<file path="src/rtl/rr_arb_pkg.sv">
// rr_arb_pkg: shared types and helpers for the round-robin arbiter.
//   rr_arb_state_t : FSM state encoding (IDLE / BUSY)
//   oh2idx         : one-hot (up to 32 bits) to 5-bit binary index
//   hi_mask        : bits [31:ptr] set, i.e. the high group for a pointer
package rr_arb_pkg;

    typedef enum logic {
        IDLE = 1'b0,
        BUSY = 1'b1
    } rr_arb_state_t;

    // OR-reduce the indices of set bits; exact for a one-hot input.
    function automatic logic [4:0] oh2idx(input logic [31:0] oh);
        logic [4:0] idx;
        idx = 5'd0;
        for (int i = 0; i < 32; i++) begin
            idx = idx | (oh[i] ? 5'(i) : 5'd0);
        end
        return idx;
    endfunction

    // Requesters at or above ptr form the high group.
    function automatic logic [31:0] hi_mask(input logic [4:0] ptr);
        logic [31:0] m;
        m = 32'd0;
        for (int i = 0; i < 32; i++) begin
            m[i] = (5'(i) >= ptr);
        end
        return m;
    endfunction

endpackage

</file>
<file path="src/rtl/rr_arb_onehot.sv">
// onehot: isolates a single set bit of a vector.
//   W   : vector width
//   MSB : 0 -> keep lowest set bit, 1 -> keep highest set bit
// Ports:
//   bits  in  W : input vector
//   first out W : one-hot (or zero) result
module onehot #(
    parameter int W   = 4,
    parameter bit MSB = 1'b0
) (
    input  logic [W-1:0] bits,
    output logic [W-1:0] first
);

    generate
        if (MSB) begin : g_msb
            logic [W-1:0] rev_s;
            logic [W-1:0] iso_s;
            for (genvar i = 0; i < W; i++) begin : g_rev
                assign rev_s[i]     = bits[W-1-i];
                assign first[W-1-i] = iso_s[i];
            end
            // Two's complement trick keeps only the lowest set bit.
            assign iso_s = rev_s & (~rev_s + W'(1));
        end else begin : g_lsb
            assign first = bits & (~bits + W'(1));
        end
    endgenerate

endmodule

</file>
<file path="src/rtl/rr_arb.sv">
// rr_arb: round-robin arbiter for one shared resource among N requesters.
// Optional feature macro: RR_ARB_TIMEOUT_EN (hold timeout + tmo pulse).
// Parameters:
//   N        : requesters, 2..32
//   HOLD_MAX : maximum ownership in cycles (timeout build only), 1..65535
// Ports:
//   clk     in  1        : clock, rising edge
//   rst_n   in  1        : asynchronous active-low reset
//   req     in  N        : level requests
//   done    in  1        : resource completion pulse, ends ownership
//   gnt     out N        : registered one-hot grant
//   gnt_vld out 1        : registered OR of gnt
//   gnt_idx out clog2(N) : registered index of the owner, 0 when idle
//   tmo     out 1        : registered pulse when a grant is revoked by timeout
module rr_arb
    import rr_arb_pkg::*;
#(
    parameter int N        = 4,
    parameter int HOLD_MAX = 64
) (
    input  logic                 clk,
    input  logic                 rst_n,
    input  logic [N-1:0]         req,
    input  logic                 done,
    output logic [N-1:0]         gnt,
    output logic                 gnt_vld,
    output logic [$clog2(N)-1:0] gnt_idx,
    output logic                 tmo
);

    localparam int PW = $clog2(N);

    generate
        if (N < 2 || N > 32 || HOLD_MAX < 1 || HOLD_MAX > 65535) begin : g_bad_param
            $error("rr_arb: N or HOLD_MAX out of range");
        end
    endgenerate

    rr_arb_state_t state_r, state_nxt_s;
    logic [PW-1:0] ptr_r;
    logic [N-1:0]  gnt_r;
    logic          gnt_vld_r;
    logic [PW-1:0] gnt_idx_r;

    logic          timeout_s;
    logic          release_s;
    logic [PW-1:0] ptr_nxt_s;
    logic [PW-1:0] sel_ptr_s;
    logic [N-1:0]  req_eff_s;
    logic [N-1:0]  masked_s;
    logic [N-1:0]  masked_oh_s;
    logic [N-1:0]  plain_oh_s;
    logic [N-1:0]  cand_oh_s;
    logic          cand_vld_s;
    logic          load_s;
    logic          clear_s;

    assign release_s = (state_r == BUSY) && (done || !req[gnt_idx_r] || timeout_s);

    // Wrap explicitly so non-power-of-two N never yields an out-of-range pointer.
    assign ptr_nxt_s = (gnt_idx_r == PW'(N - 1)) ? {PW{1'b0}} : gnt_idx_r + PW'(1);
    assign sel_ptr_s = release_s ? ptr_nxt_s : ptr_r;

    // On release the outgoing owner cannot win the re-selection.
    assign req_eff_s = release_s ? (req & ~gnt_r) : req;
    assign masked_s  = req_eff_s & N'(hi_mask(5'(sel_ptr_s)));

    onehot #(.W(N), .MSB(1'b0)) u_oh_masked (
        .bits  (masked_s),
        .first (masked_oh_s)
    );

    onehot #(.W(N), .MSB(1'b0)) u_oh_plain (
        .bits  (req_eff_s),
        .first (plain_oh_s)
    );

    assign cand_oh_s  = (|masked_oh_s) ? masked_oh_s : plain_oh_s;
    assign cand_vld_s = |req_eff_s;

    // Next-state and grant load/clear decisions.
    always_comb begin
        state_nxt_s = state_r;
        load_s      = 1'b0;
        clear_s     = 1'b0;
        case (state_r)
            IDLE: begin
                if (cand_vld_s) begin
                    state_nxt_s = BUSY;
                    load_s      = 1'b1;
                end else begin
                    state_nxt_s = IDLE;
                end
            end
            BUSY: begin
                if (release_s && cand_vld_s) begin
                    state_nxt_s = BUSY;
                    load_s      = 1'b1;
                end else if (release_s) begin
                    state_nxt_s = IDLE;
                    clear_s     = 1'b1;
                end else begin
                    state_nxt_s = BUSY;
                end
            end
            default: begin
                state_nxt_s = IDLE;
                clear_s     = 1'b1;
            end
        endcase
    end

    // State, pointer and grant registers.
    always_ff @(posedge clk or negedge rst_n) begin
        if (!rst_n) begin
            state_r   <= IDLE;
            ptr_r     <= {PW{1'b0}};
            gnt_r     <= {N{1'b0}};
            gnt_vld_r <= 1'b0;
            gnt_idx_r <= {PW{1'b0}};
        end else begin
            state_r <= state_nxt_s;
            if (release_s) begin
                ptr_r <= ptr_nxt_s;
            end else begin
                ptr_r <= ptr_r;
            end
            if (load_s) begin
                gnt_r     <= cand_oh_s;
                gnt_vld_r <= 1'b1;
                gnt_idx_r <= PW'(oh2idx(32'(cand_oh_s)));
            end else if (clear_s) begin
                gnt_r     <= {N{1'b0}};
                gnt_vld_r <= 1'b0;
                gnt_idx_r <= {PW{1'b0}};
            end else begin
                gnt_r     <= gnt_r;
                gnt_vld_r <= gnt_vld_r;
                gnt_idx_r <= gnt_idx_r;
            end
        end
    end

`ifdef RR_ARB_TIMEOUT_EN
    localparam int CW = $clog2(HOLD_MAX + 1);
    logic [CW-1:0] hold_cnt_r;
    logic          tmo_r;

    // Ownership age: zero on each new grant, counts every BUSY cycle.
    always_ff @(posedge clk or negedge rst_n) begin
        if (!rst_n) begin
            hold_cnt_r <= {CW{1'b0}};
        end else if (load_s) begin
            hold_cnt_r <= {CW{1'b0}};
        end else if (state_r == BUSY) begin
            hold_cnt_r <= hold_cnt_r + CW'(1);
        end else begin
            hold_cnt_r <= {CW{1'b0}};
        end
    end

    assign timeout_s = (state_r == BUSY) && (hold_cnt_r == CW'(HOLD_MAX - 1));

    // tmo only when the timeout alone forced the release.
    always_ff @(posedge clk or negedge rst_n) begin
        if (!rst_n) begin
            tmo_r <= 1'b0;
        end else begin
            tmo_r <= timeout_s && !done && req[gnt_idx_r];
        end
    end

    assign tmo = tmo_r;
`else
    assign timeout_s = 1'b0;
    assign tmo       = 1'b0;
`endif

    assign gnt     = gnt_r;
    assign gnt_vld = gnt_vld_r;
    assign gnt_idx = gnt_idx_r;

endmodule

</file>
<file path="config.mk">
export PLATFORM = sky130hd
export DESIGN_NAME = rr_arb
export DESIGN_NICKNAME = d
export VERILOG_FILES = /design/src/rtl/rr_arb_pkg.sv /design/src/rtl/rr_arb_onehot.sv /design/src/rtl/rr_arb.sv
export SDC_FILE = /design/constraint.sdc
export NUM_CORES = 1
export LEC_CHECK = 0
export ABC_AREA = 1
export BUFFER_PORTS_ARGS = -buffer_cell sky130_fd_sc_hd__buf_4
export CAP_MARGIN = 20
export CORE_UTILIZATION = 52
export DETAILED_ROUTE_END_ITERATION = 10
export PLACE_DENSITY = 0.78
export SLEW_MARGIN = 20
export SYNTH_ARGS = -nofsm -noshare
export SYNTH_HDL_FRONTEND = slang
export SYNTH_SLANG_ARGS = --single-unit
</file>
<file path="constraint.sdc">
create_clock -name clk -period 1.7 [get_ports clk]
set_input_delay 0.085 -clock clk [delete_from_list [all_inputs] [get_ports clk]]
set_output_delay 0.085 -clock clk [all_outputs]
set_load 0.01 [all_outputs]
</file>
==> summary.txt <==
STA
  • Worst hold slack: 157 ps
  • Final cycle utilization of the critical path: 100%
  • Worst Clk Skew: 2.99 ps
  • Fmax: 586 MHz
  • Final min period: 1710 ps
  • # setup viols final: 1
  • Final hold viol count: 0
  • Max-slew violation count: 0
  • RSZ-0062 raised after global routing: true
  • Worst setup margin: -7.72 ps

Clock network
  • Worst-skew pair later-pin latency: 270 ps
  • CTS tree: done
  • H-tree levels: 1
  • Clock transition at path regs: 60 ps
  • Num CTS Buffers: 3
  • Clock root buffer master: clkbuf_4
  • Bufs on Longest Clock Path: 2
  • Total clock sinks: 10

Detailed routing
  • First drt pass iteration count: 4
  • Avg WL per Cell: 14.0 um
  • First-iteration detailed-routing DRC count: 22
  • Final wirelength: 1930 um
  • Total number of vias: 757
  • Vias per cell: 5.49
  • DRC: 0
  • Antenna-violating nets left: 0

GRT
  • Antenna violations before repair: 0
  • Largest net degree at the start of global routing: 11
  • GRT overflow: 0
  • Vias in the first global route: 620
  • Total Routing Usage GR: 23.1%
  • Global-route wire length before repair: 2440 um

Final layout
  • Area delta synth->final: 34.5%
  • Commonest non-fill, non-tap cell in the layout: buf_4
  • Nets: 133
  • Fill cell count: 105
  • Most frequent cells in the layout: 19 x buf_4, 18 x nand2_1, 14 x inv_1
  • Share of layout cells above drive strength 1: 46.3%
  • Antenna Cells: 0

Synth
  • Netlist cell types: 18
  • Syn Nets: 108
  • Seq/Total Area, Yosys: 33.1%
  • YS warnings: 0
  • Synth Area per Inst: 7.57 um2
  • Flops & latches, synth: 10
  • Gate Count Post-Synth: 100
  • Synth Cell Area: 757 um2

Placement
  • Post-DP HPWL: 1250 um
  • Pre-CTS setup slack: 22.1 ps
  • RD Place Congestion: 0.768
  • Port bufs: 13

Pwr
  • Pwr Total: 0.00183 W
  • Combinational power share: 65.7%
  • Seq pwr share: 25.5%
  • Pwr Density: 1800 nW/um2
  • Leak pwr: 0.558 nW
  • NetSw: 0.000902 W
  • Worst VDD drop: 1.04 mV
  • Pint: 0.000929 W
  • Clock power frac: 8.8%
  • Switching part of the total: 49.3%

Setup path
  • CP max stage cell: dfrtp_2
  • CP Launch Type: flop
  • CP Capture Type: flop
  • Crit path arrival time: 1910 ps
  • CP max FO: 6
  • CP peak stage delay: 460 ps
  • Critical-path cell list: inv_2 > nand2_1 > nand3_2 > nand2_4 > nand2_8 > nand3_1 > nand2_2 > nand2_2 > o21ai_4 > buf_4 > nand3_1 > nand3_2
  • WP data required: 1900 ps
  • CP Class: reg2reg

Die
  • Row count: 13
  • Die Footprint: 1610 um2
  • Die Width: 40.2 um
  • # IOs: 15
  • Initial Utilization: 56.8%
  • Die height: 40.2 um
  • Core Region: 1330 um2

Run status
  • Failing checks: setup timing
  • Status: finished, violations left

Hold path
  • Hold Crit Class: in2reg

Job
  • Max-cap violation count: 0
-- through the flow --
stage               cells  utilization (%)  cell area [um2]  TNS, ps
floorplan             100                -              757        0
global placement      131             66.3              885        0
detailed placement    131             66.3              885        0
CTS                   135             68.8              917        0
global route          138             76.4             1020     -636
finish                138             76.4             1020    -7.72
-- repair_timing --
item	in CTS	in global routing
hold buffers	1	0
hold endpoints to repair	10	0
endpoints found under the setup margin	0	7
buffers inserted	0	2
resized for setup	0	21
-- final timing paths --
kind | start | to | slack [ps] | cells past startpoint
max | gnt_idx[0]$_DFFE_PN0P_ | gnt_idx[0]$_DFFE_PN0P_ | -8 | 12
min | req[2] | state_r$_DFF_PN0_ | 160 | 5
max reg2reg | gnt_idx[0]$_DFFE_PN0P_ | gnt_idx[0]$_DFFE_PN0P_ | -8 | 12
min reg2reg | gnt_vld$_DFFE_PN0P_ | gnt_vld$_DFFE_PN0P_ | 490 | 2
max in group asynchronous | rst_n | gnt_idx[0]$_DFFE_PN0P_ | 1370 | 2
min in group asynchronous | rst_n | gnt[2]$_DFFE_PN0P_ | 180 | 2
-- flip-flops by register name (all words and copies together) (netlist names) --
name     count
gnt          4
gnt_idx      2
ptr_r        2
gnt_vld      1
state_r      1
-- cell type report --
cell class	count	area, um2	area share (%)
clock buffers	3	22.5	2.21
repair buffers	22	175	17.2
flip-flops and latches	10	251	24.7
inverters	15	56.3	5.53
well taps	15	18.8	1.84
multi-input cells	73	494	48.5
-- power groups by stage --
stage | clock [W] | sequential [W] | combinational [W]
floorplan | 0 | 0.000457 | 0.000691
global placement | 0 | 0.000449 | 0.000966
detailed placement | 0 | 0.000454 | 0.000989
CTS | 0.000166 | 0.000450 | 0.000995
global route | 0.000181 | 0.000478 | 0.00130
finish | 0.000161 | 0.000467 | 0.00120
-- synthesized netlist by cell type, drive strengths merged --
cell type  count  area, um2
nand2         37        194
nand3         22        140
inv           15       56.3
dfrtp         10        250
nor2           6       22.5
buf            3       33.8
nand3b         2       15.0
o21ai          2       21.3
conb           1       3.75
ha             1       12.5
o21bai         1       7.51
-- routing by layer --
layer	part of all wire, %	GRT usage, %	up-vias
met5	0	0	-
met4	4.2	12.1	0
met3	5.4	3.33	11
met2	50	36.3	38
met1	40	30.6	350
li1	-	-	358
-- critical path, delay by kind of cell (launching register included) --
family,cells,cell delay (ps)
simple gates,9,790
compound gates,1,180
buf+inv,2,200
flops,1,460
-- cells by family after synthesis --
kind of cell    share of synthesized area (%)
other cells                             0.495
buf+inv                                  11.9
flops                                    33.1
fa+ha+maj                                1.65
simple gates                             49.1
compound gates                           3.80
Note: power is estimated with default switching activity, not from simulation.
